## src/rtl/fc_receive_ctrl.sv

```systemverilog
// FC accelerator receive engine: takes a 32-bit AXI-Stream and writes each beat into the
// feature, bias or weight buffer, raising a sticky done flag per buffer for the CPU to poll.
module fc_receive_ctrl #(
    parameter int DATA_W = 32,
    parameter int ADDR_W = 16,
    parameter int SIZE_W = 21
) (
    input  logic              PCLK,
    input  logic              PRESETB,
    input  logic [2:0]        receiveCommand,
    input  logic [SIZE_W-1:0] receive_size,
    input  logic [DATA_W-1:0] s_axis_tdata,
    input  logic              s_axis_tvalid,
    input  logic              s_axis_tlast,
    output logic              s_axis_tready,
    output logic              buf_wr_en,
    output logic [1:0]        buf_wr_sel,
    output logic [ADDR_W-1:0] buf_wr_addr,
    output logic [DATA_W-1:0] buf_wr_data,
    output logic              feature_receive_done,
    output logic              bias_receive_done,
    output logic              weight_receive_done,
    output logic              tlast_error
);

    localparam logic [1:0] S_IDLE = 2'd0;
    localparam logic [1:0] S_RECV = 2'd1;
    localparam logic [1:0] S_DONE = 2'd2;

    logic [1:0]        state;
    logic [2:0]        cmd_q;
    logic [1:0]        sel_q;
    logic [SIZE_W-1:0] size_q;
    logic [SIZE_W-1:0] count;
    logic [SIZE_W-1:0] size_m1;
    logic              beat;
    logic              final_beat;
    logic              start;
    logic              clr;

    assign s_axis_tready = (state == S_RECV);
    assign beat          = s_axis_tvalid & s_axis_tready;
    assign size_m1       = size_q - SIZE_W'(1);
    assign final_beat    = (count == size_m1);
    // Only a 0 -> {1,2,3} edge starts a transfer; 4-7 have bit 2 set and are ignored.
    assign start         = (cmd_q == 3'd0) && (receiveCommand != 3'd0) && !receiveCommand[2];
    assign clr           = (receiveCommand == 3'd0);

    always_ff @(posedge PCLK or negedge PRESETB) begin
        if (!PRESETB) begin
            state                <= S_IDLE;
            cmd_q                <= 3'd0;
            sel_q                <= 2'd0;
            size_q               <= '0;
            count                <= '0;
            buf_wr_en            <= 1'b0;
            buf_wr_sel           <= 2'd0;
            buf_wr_addr          <= '0;
            buf_wr_data          <= '0;
            feature_receive_done <= 1'b0;
            bias_receive_done    <= 1'b0;
            weight_receive_done  <= 1'b0;
            tlast_error          <= 1'b0;
        end else begin
            cmd_q     <= receiveCommand;
            // A beat accepted in an abort cycle is still written out.
            buf_wr_en <= beat;
            if (beat) begin
                buf_wr_sel  <= sel_q;
                buf_wr_addr <= count[ADDR_W-1:0];
                buf_wr_data <= s_axis_tdata;
            end

            if (clr) begin
                state <= S_IDLE;
            end else begin
                case (state)
                    S_IDLE: if (start) begin
                        sel_q  <= receiveCommand[1:0];
                        size_q <= receive_size;
                        count  <= '0;
                        state  <= (receive_size == '0) ? S_DONE : S_RECV;
                    end
                    S_RECV: if (beat) begin
                        count <= count + SIZE_W'(1);
                        if (final_beat) state <= S_DONE;
                    end
                    default: ;
                endcase
            end

            if (clr) begin
                tlast_error <= 1'b0;
            end else if (beat && (final_beat != s_axis_tlast)) begin
                tlast_error <= 1'b1;
            end

            if (clr) begin
                feature_receive_done <= 1'b0;
                bias_receive_done    <= 1'b0;
                weight_receive_done  <= 1'b0;
            end else if (state == S_DONE) begin
                case (sel_q)
                    2'd1:    feature_receive_done <= 1'b1;
                    2'd2:    bias_receive_done    <= 1'b1;
                    2'd3:    weight_receive_done  <= 1'b1;
                    default: ;
                endcase
            end
        end
    end

endmodule

```

## config.mk

```make
export PLATFORM = sky130hd
export DESIGN_NAME = fc_receive_ctrl
export DESIGN_NICKNAME = d
export VERILOG_FILES = /design/src/rtl/fc_receive_ctrl.sv
export SDC_FILE = /design/constraint.sdc
export NUM_CORES = 1
export LEC_CHECK = 0
export BUFFER_PORTS_ARGS = -buffer_cell sky130_fd_sc_hd__clkbuf_2
export CAP_MARGIN = 20
export CORE_MARGIN = 2
export CORE_UTILIZATION = 50
export DETAILED_ROUTE_END_ITERATION = 7
export GPL_ROUTABILITY_DRIVEN = 0
export GPL_TIMING_DRIVEN = 0
export PLACE_DENSITY = 0.83
export SYNTH_ARGS = -nofsm -noshare
export SYNTH_HDL_FRONTEND = slang
export SYNTH_SLANG_ARGS = --single-unit
```

## constraint.sdc

```tcl
create_clock -name PCLK -period 4.1 [get_ports PCLK]
set_clock_uncertainty 0.15 [all_clocks]
set_input_delay 1.025 -clock PCLK [delete_from_list [all_inputs] [get_ports PCLK]]
set_output_delay 1.025 -clock PCLK [all_outputs]
set_load 0.05 [all_outputs]
```

==> flow_metrics.py, run 1 <==
metrics = {
    "outcome": {
        "outcome": "complete, no violations",
    },
    "critical_path": {
        "r2r-start": "size_q[0]",
        "cp_num_buf_inv": 1,
        "critical_path_arrival_ns": 3.42,
        "critPathLaunchType": "flip-flop",
        "cpMostUsedCell": "nand4_1",
        "end_kind": "flip-flop",
        "cpLargestDelayFamily": "simple AND/OR/NAND/NOR gates",
        "critPathRequiredTime_ns": 4.22,
        "max_stage_delay_ns": 0.51,
        "cp_cell_sequence": "inv_1, ha_1, nor4b_1, nand4_1, nor3_1, xnor2_1, nand4_1, o311a_1, a211o_1",
        "startpoint": "size_q[0]",
        "cp_slowest_cell": "nor4b_1",
        "cp_max_fo": 6,
        "crit_type": "flip-flop to flip-flop",
    },
    "global_routing": {
        "overflow": 0,
        "grt_max_degree": 55,
        "grt_pass1_vias": 3921,
        "grt.total_usage": 0.2206,
        "grt_first_pass_wirelength_um": 18310,
        "antenna_found_initial": 0,
    },
    "timing": {
        "setup_viol_count_final": 0,
        "rsz0062_at_grt": "no",
        "max_slew_margin": 0.4465,
        "slew_viol_final": 0,
        "fin_tns_setup_ns": 0,
        "worst_slew_pin_slew_ns": 0.8253,
        "final_hold_viol_count": 0,
        "fmax_mhz": 303.0,
        "timing.final.crit_period_ns": 3.300,
        "finalCritPeriodShare": 0.8050,
    },
    "yosys": {
        "synthAdderAreaFrac": 0.005120,
        "syn-cell-area_mm2": 0.004887,
        "synth.area.mux_share": 0.04352,
        "ys_seq_area_frac": 0.5325,
        "synth_edf_count": 0,
        "synth_seq_cells": 104,
        "avgSynthCellArea_um2": 9.490,
        "ys.flop_type": "dfrtp_1",
        "synth_compound_area_frac": 0.07168,
        "synth_xor_area_frac": 0.07168,
        "synth_top_family_by_area": "simple AND/OR/NAND/NOR gates",
        "ys_warn_count": 0,
        "async_reset_ff_frac": 1.000,
        "ys_types": 52,
        "yosys.area_share.simple": 0.2509,
        "postSynthCellCount": 515,
        "synth_nets": 577,
    },
    "pwr": {
        "ir_drop_v": 0.0003484,
        "power.internal_mw": 1.802,
        "clock_power_share": 0.194,
        "power.total_mw": 3.217,
        "swShare": 0.4399,
        "cellPowerDensity_mw_per_mm2": 549.9,
        "p_sw_mw": 1.415,
        "p_leak_nw": 2.900,
        "power_frac_comb": 0.371,
        "p_seq_frac": 0.435,
    },
    "clocking": {
        "cts.path.max_buffers": 2,
        "htreeDepth": 3,
        "hold_buffers": 0,
        "cts_resized": 0,
        "cts_tree": "yes",
        "clkSinkCount": 104,
        "clk_pin_slew_ns": 0.10,
        "post_cts_buffers": 0,
        "root_buffer": "clkbuf_8",
        "cts-buffers-inserted": 9,
        "worstSkewPairLatency_ns": 0.39,
    },
    "finish": {
        "final_core_util": 0.6068,
        "diodes": 0,
        "n_fill_cell": 871,
        "final_area_mm2": 0.005849,
        "drive_gt1_frac": 0.2519,
        "final_nets": 704,
        "layoutNonFillerInstCount": 780,
        "final_cell_mix": "nand2_1, clkbuf_2, dfrtp_1",
        "regArea_mm2": 0.002603,
        "multiInputGateArea_mm2": 0.002165,
        "final_common_cell": "nand2_1",
        "area_delta_synth_final_pct": 19.69,
    },
    "route": {
        "drt_iter0_markers": 197,
        "wire_per_inst_um": 14.28,
        "ant_nets": 0,
        "num_vias": 4111,
        "first_pass_iters": 5,
        "drc": 0,
        "drt_wl_total_um": 11140,
        "vias_per_cell": 5.271,
    },
    "placement": {
        "placed_cells": 764,
        "place_area_mm2": 0.005659,
        "dp_hpwl_um": 8419,
        "io_buffers": 115,
    },
    "floorplanning": {
        "num_rows": 36,
        "die-area_mm2": 0.01058,
        "core_mm2": 0.009639,
        "io_pins": 116,
        "die_x_um": 102.9,
        "start_util": 0.5070,
        "die_h_um": 102.9,
    },
    "min_path": {
        "hold_start": "buf_wr_data[6]",
        "hp-class": "flip-flop to flip-flop",
    },
    "flow_run": {
        "drv_cap": 0,
    },
}
-- cell usage after synthesis (7+ instances only) --
cell type | instances | area share
nand2_1 | 161 | 0.12
or3_1 | 10 | 0.013
dfrtp_1 | 104 | 0.53
mux2_2 | 18 | 0.041
nor3_1 | 16 | 0.016
xor2_1 | 17 | 0.030
clkbuf_1 | 15 | 0.012
xnor2_1 | 23 | 0.041
nor2_1 | 30 | 0.023
inv_1 | 9 | 0.0069
o21ai_0 | 18 | 0.018
nand4_1 | 7 | 0.0090
nor4_1 | 10 | 0.013
nand3_1 | 9 | 0.0092
-- per-layer routing --
layer	wire [um]	global-route usage	vias to the layer above
li1	-	-	1995
met1	4927	0.2929	1945
met2	5309	0.3680	147
met3	651	0.03864	24
met4	251	0.07794	0
met5	0	0	-
-- per-stage QoR --
stage | worst slack [ns] | hold slack [ns]
final | 0.7995 | 0.3333
after global routing | 0.6699 | 0.3578
after CTS | 0.8723 | 0.3373
after detailed placement | 0.5743 | 0.3109
after global placement | 0.5886 | 0.3066
after floorplan | 1.131 | 0.3508
-- final timing paths --
check,endpoint,cells after the start,slack (ns)
worst max-delay path,tlast_error,9,0.80
worst min-delay path,buf_wr_data[6],2,0.33
worst max register to register,tlast_error,9,0.80
worst min register to register,buf_wr_data[6],2,0.33
max in group asynchronous,buf_wr_data[16],2,2.56
min in group asynchronous,size_q[7],1,0.55
-- tightest hold or removal path: stages (launching register included) --
cell	delay (ns)
dfrtp_1	0.35
nand2_1	0.05
nand2_1	0.05
-- power groups by stage --
stage               registers (mW)  clock network [mW]  logic (mW)
CTS                           1.40               0.634        1.20
detailed placement            1.42                   0        1.20
global route                  1.43               0.666        1.29
global placement              1.40                   0        1.16
floorplan                     1.86                   0       0.421
finish                        1.40               0.623        1.19
-- registers in the layout (all words and copies together) (netlist names) --
register and count:
bias_receive_done 1, state 2, buf_wr_addr 16, buf_wr_data 32, weight_receive_done 1, feature_receive_done 1
sel_q 2, cmd_q 3, buf_wr_sel 2, tlast_error 1, buf_wr_en 1, count 21
size_q 21
-- area by class of cell --
cell class / count / area share
plain buffers: 20 / 0.01412
clock inverters: 6 / 0.01070
well taps: 133 / 0.02845
repair buffers: 116 / 0.1035
flip-flops and latches: 104 / 0.4449
clock buffers: 10 / 0.02182
inverters: 10 / 0.006417
multi-input cells: 381 / 0.3701
-- cells by family after synthesis --
family	Yosys count
buf+inv	30
simple gates	271
mux	19
compound gates	49
xor+xnor	40
fa+ha+maj	2
flops	104
Power figures use the tool's default switching activity.
==> run 2, diff against run 1 <==
--- a/config.mk
+++ b/config.mk
@@ -5,14 +5,15 @@
 export SDC_FILE = /design/constraint.sdc
 export NUM_CORES = 1
 export LEC_CHECK = 0
+export ABC_AREA = 1
 export BUFFER_PORTS_ARGS = -buffer_cell sky130_fd_sc_hd__clkbuf_2
 export CAP_MARGIN = 20
 export CORE_MARGIN = 2
-export CORE_UTILIZATION = 50
+export CORE_UTILIZATION = 49
 export DETAILED_ROUTE_END_ITERATION = 7
 export GPL_ROUTABILITY_DRIVEN = 0
 export GPL_TIMING_DRIVEN = 0
-export PLACE_DENSITY = 0.83
+export PLACE_DENSITY = 0.84
 export SYNTH_ARGS = -nofsm -noshare
 export SYNTH_HDL_FRONTEND = slang
 export SYNTH_SLANG_ARGS = --single-unit
==> constraint.sdc (replaced) <==
create_clock -name PCLK -period 2.85 [get_ports PCLK]
set_clock_uncertainty 0.15 [all_clocks]
set_input_delay 0.7125 -clock PCLK [delete_from_list [all_inputs] [get_ports PCLK]]
set_output_delay 0.7125 -clock PCLK [all_outputs]
set_load 0.05 [all_outputs]
==> flow_metrics.py, run 2 <==
metrics = {
    "finish": {
        "largest-register": "buf_wr_data",
        "final_common_cell": "nand2_1",
        "final_nets": 879,
        "area_delta_synth_final_pct": 17.95,
        "diodes": 0,
        "final_area_mm2": 0.006272,
        "drive_gt1_frac": 0.1998,
        "layoutNonFillerInstCount": 961,
        "final_cell_mix": "nand2_1, clkbuf_2, dfrtp_1",
        "largest_registers": "buf_wr_data x32, count x21, size_q x21",
        "largest_reg_flops": 32,
    },
    "timing": {
        "fmax_mhz": 387.5,
        "final_hold_viol_count": 0,
        "worst_slew_pin_slew_ns": 0.7269,
        "timing.final.ws_setup_ns": 0.2693,
        "timing.final.crit_period_ns": 2.581,
        "slew_viol_final": 0,
        "setup_viol_count_final": 0,
        "whs_ns": 0.2537,
        "finalCritPeriodShare": 0.9055,
        "rsz0062_at_grt": "no",
        "max_slew_margin": 0.5154,
    },
    "route": {
        "wire_per_inst_um": 13.70,
        "drt_iter0_markers": 457,
        "drc": 0,
        "ant_nets": 0,
        "drt_wl_total_um": 13170,
        "first_pass_iters": 5,
        "vias_per_cell": 5.106,
        "num_vias": 4907,
    },
    "flow_run": {
        "drv_cap": 0,
    },
    "clocking": {
        "cts.path.max_buffers": 2,
        "cts-buffers-inserted": 9,
        "htreeDepth": 3,
        "hold_buffers": 0,
        "cts_resized": 0,
        "clkSinkCount": 104,
        "cts_tree": "yes",
        "root_buffer": "clkbuf_8",
        "post_cts_buffers": 0,
        "worstSkewPairLatency_ns": 0.38,
        "clk_pin_slew_ns": 0.10,
    },
    "floorplanning": {
        "die_h_um": 108.2,
        "die_x_um": 108.2,
        "die-area_mm2": 0.01170,
        "num_rows": 38,
        "core_mm2": 0.01070,
        "io_pins": 116,
        "start_util": 0.4971,
    },
    "critical_path": {
        "critical_path_arrival_ns": 1.72,
        "startpoint": "state[0]",
        "max_stage_delay_ns": 0.41,
        "end_kind": "output pin",
        "critPathLaunchType": "flip-flop",
        "crit_type": "flip-flop to output pin",
        "cp_max_fo": 10,
        "critPathRequiredTime_ns": 1.99,
        "cp_num_buf_inv": 3,
        "cp_slowest_cell": "dfrtp_1",
        "cp_cell_sequence": "inv_2, nor2_2, clkbuf_1, clkbuf_2",
        "cpLargestDelayFamily": "buffers and inverters",
        "r2r-start": "size_q[0]",
    },
    "min_path": {
        "hp-class": "input port to async pin",
    },
    "yosys": {
        "synth.largest_area_cell": "dfrtp_1",
        "async_reset_ff_frac": 1.000,
        "synth_nets": 752,
        "postSynthCellCount": 690,
        "ys_seq_area_frac": 0.4894,
        "syn-cell-area_mm2": 0.005318,
        "ys.flop_type": "dfrtp_1",
        "avgSynthCellArea_um2": 7.707,
        "synth_edf_count": 0,
        "synth_area_leaders": "dfrtp_1, nand2_1, o21ai_0, inv_1, nor2_1",
        "synth_seq_cells": 104,
        "yosysMostFrequentCell": "nand2_1",
        "ys_types": 39,
        "synth_common_cells": "nand2_1, dfrtp_1, inv_1, nor2_1, o21ai_0",
        "yosysTopAreaCellShare": 0.4894,
        "ys_warn_count": 0,
    },
    "global_routing": {
        "antenna_found_initial": 0,
        "grt_max_degree": 54,
        "top_usage_layer": "met2",
        "grt_first_pass_wirelength_um": 21190,
        "grtUsageMet3": 0.03556,
        "overflow": 0,
        "grt_pass1_vias": 4475,
        "grt.met1_usage": 0.3222,
        "grt.met2_usage": 0.3661,
        "grt.total_usage": 0.2320,
    },
    "placement": {
        "io_buffers": 115,
        "place_area_mm2": 0.006098,
        "dp_hpwl_um": 9967,
        "dp_slack_ns": 0.2718,
        "placed_cells": 946,
    },
    "pwr": {
        "p_leak_nw": 3.343,
        "cellPowerDensity_mw_per_mm2": 1133,
        "ir_drop_v": 0.0006405,
    },
    "outcome": {
        "outcome": "complete, no violations",
    },
}
## run 2: cell count changes after synthesis, moves of 6 or more
cell     before  now
xnor2_1      23    7
nand2_1     161  262
inv_1         9   57
or3_1        10    0
nand2_2       0    7
nor2_2        0    9
o21ai_0      18   45
a21oi_1       5   11
nor2_1       30   46
nand3_1       9   33
mux2_2       18    0
nand4_1       7   14
## run 2: final timing paths
path | slack [ns] | endpoint | cells after the start
hold reg to reg | 0.34 | buf_wr_data[9] | 2
min in group PCLK | 0.32 | cmd_q[2] | 1
setup reg to reg | 0.36 | state[0] | 17
max in group asynchronous | 1.60 | buf_wr_sel[0] | 2
setup / recovery | 0.27 | s_axis_tready | 4
hold / removal | 0.25 | size_q[16] | 1
## run 2: metal layers
metal  routed length (um)  up-vias
met5                    0        -
met4                  357        0
met3                  647       36
met2                 6290      138
met1                 5870     2276
li1                     -     2457
## run 2: area by class of cell
| cell class | count | area, um^2 |
|---|---|---|
| plain buffers | 21 | 81.33 |
| clock buffers | 9 | 123.9 |
| multi-input cells | 502 | 2397 |
| inverters | 63 | 236.5 |
| repair buffers | 116 | 605.6 |
| flip-flops and latches | 104 | 2603 |
| well taps | 140 | 175.2 |
| clock inverters | 6 | 50.05 |
| fillers | 1003 | 4425 |
## run 2: report_power, final
part / internal, mW / leakage (nW) / switching, mW
Clock: 0.326 / 0.0831 / 0.539
Sequential: 2.07 / 1.33 / 0.496
Combinational: 0.962 / 1.93 / 2.71
## run 2: worst reg2reg max path, delay by kind of cell, from the launching register on
kind	cells	cell delay, ns
adders and majority gates	1	0.28
buffers and inverters	2	0.27
DFF	1	0.38
and+or+nand+nor	14	1.30
## run 2: cell families (layout without fill, tap and decap cells)
group           Yosys count  count (layout)  share of synthesized area
flops                   104             104                     0.4894
fa+ha+maj                 2               2                   0.004705
xor+xnor                 21              21                    0.03459
simple gates            409             409                     0.3379
buf+inv                  84             215                    0.05976
compound gates           70              70                    0.07365
## run 2: stage by stage
stage | total power [mW] | util | TNS, ns
2_1_floorplan | 5.295 | - | 0
3_3_place_gp | 6.153 | 0.5673 | -45.01
3_5_place_dp | 6.240 | 0.5701 | 0
4_1_cts | 7.108 | 0.5863 | 0
5_1_grt | 7.581 | 0.5863 | 0
6_report | 7.105 | 0.5863 | 0
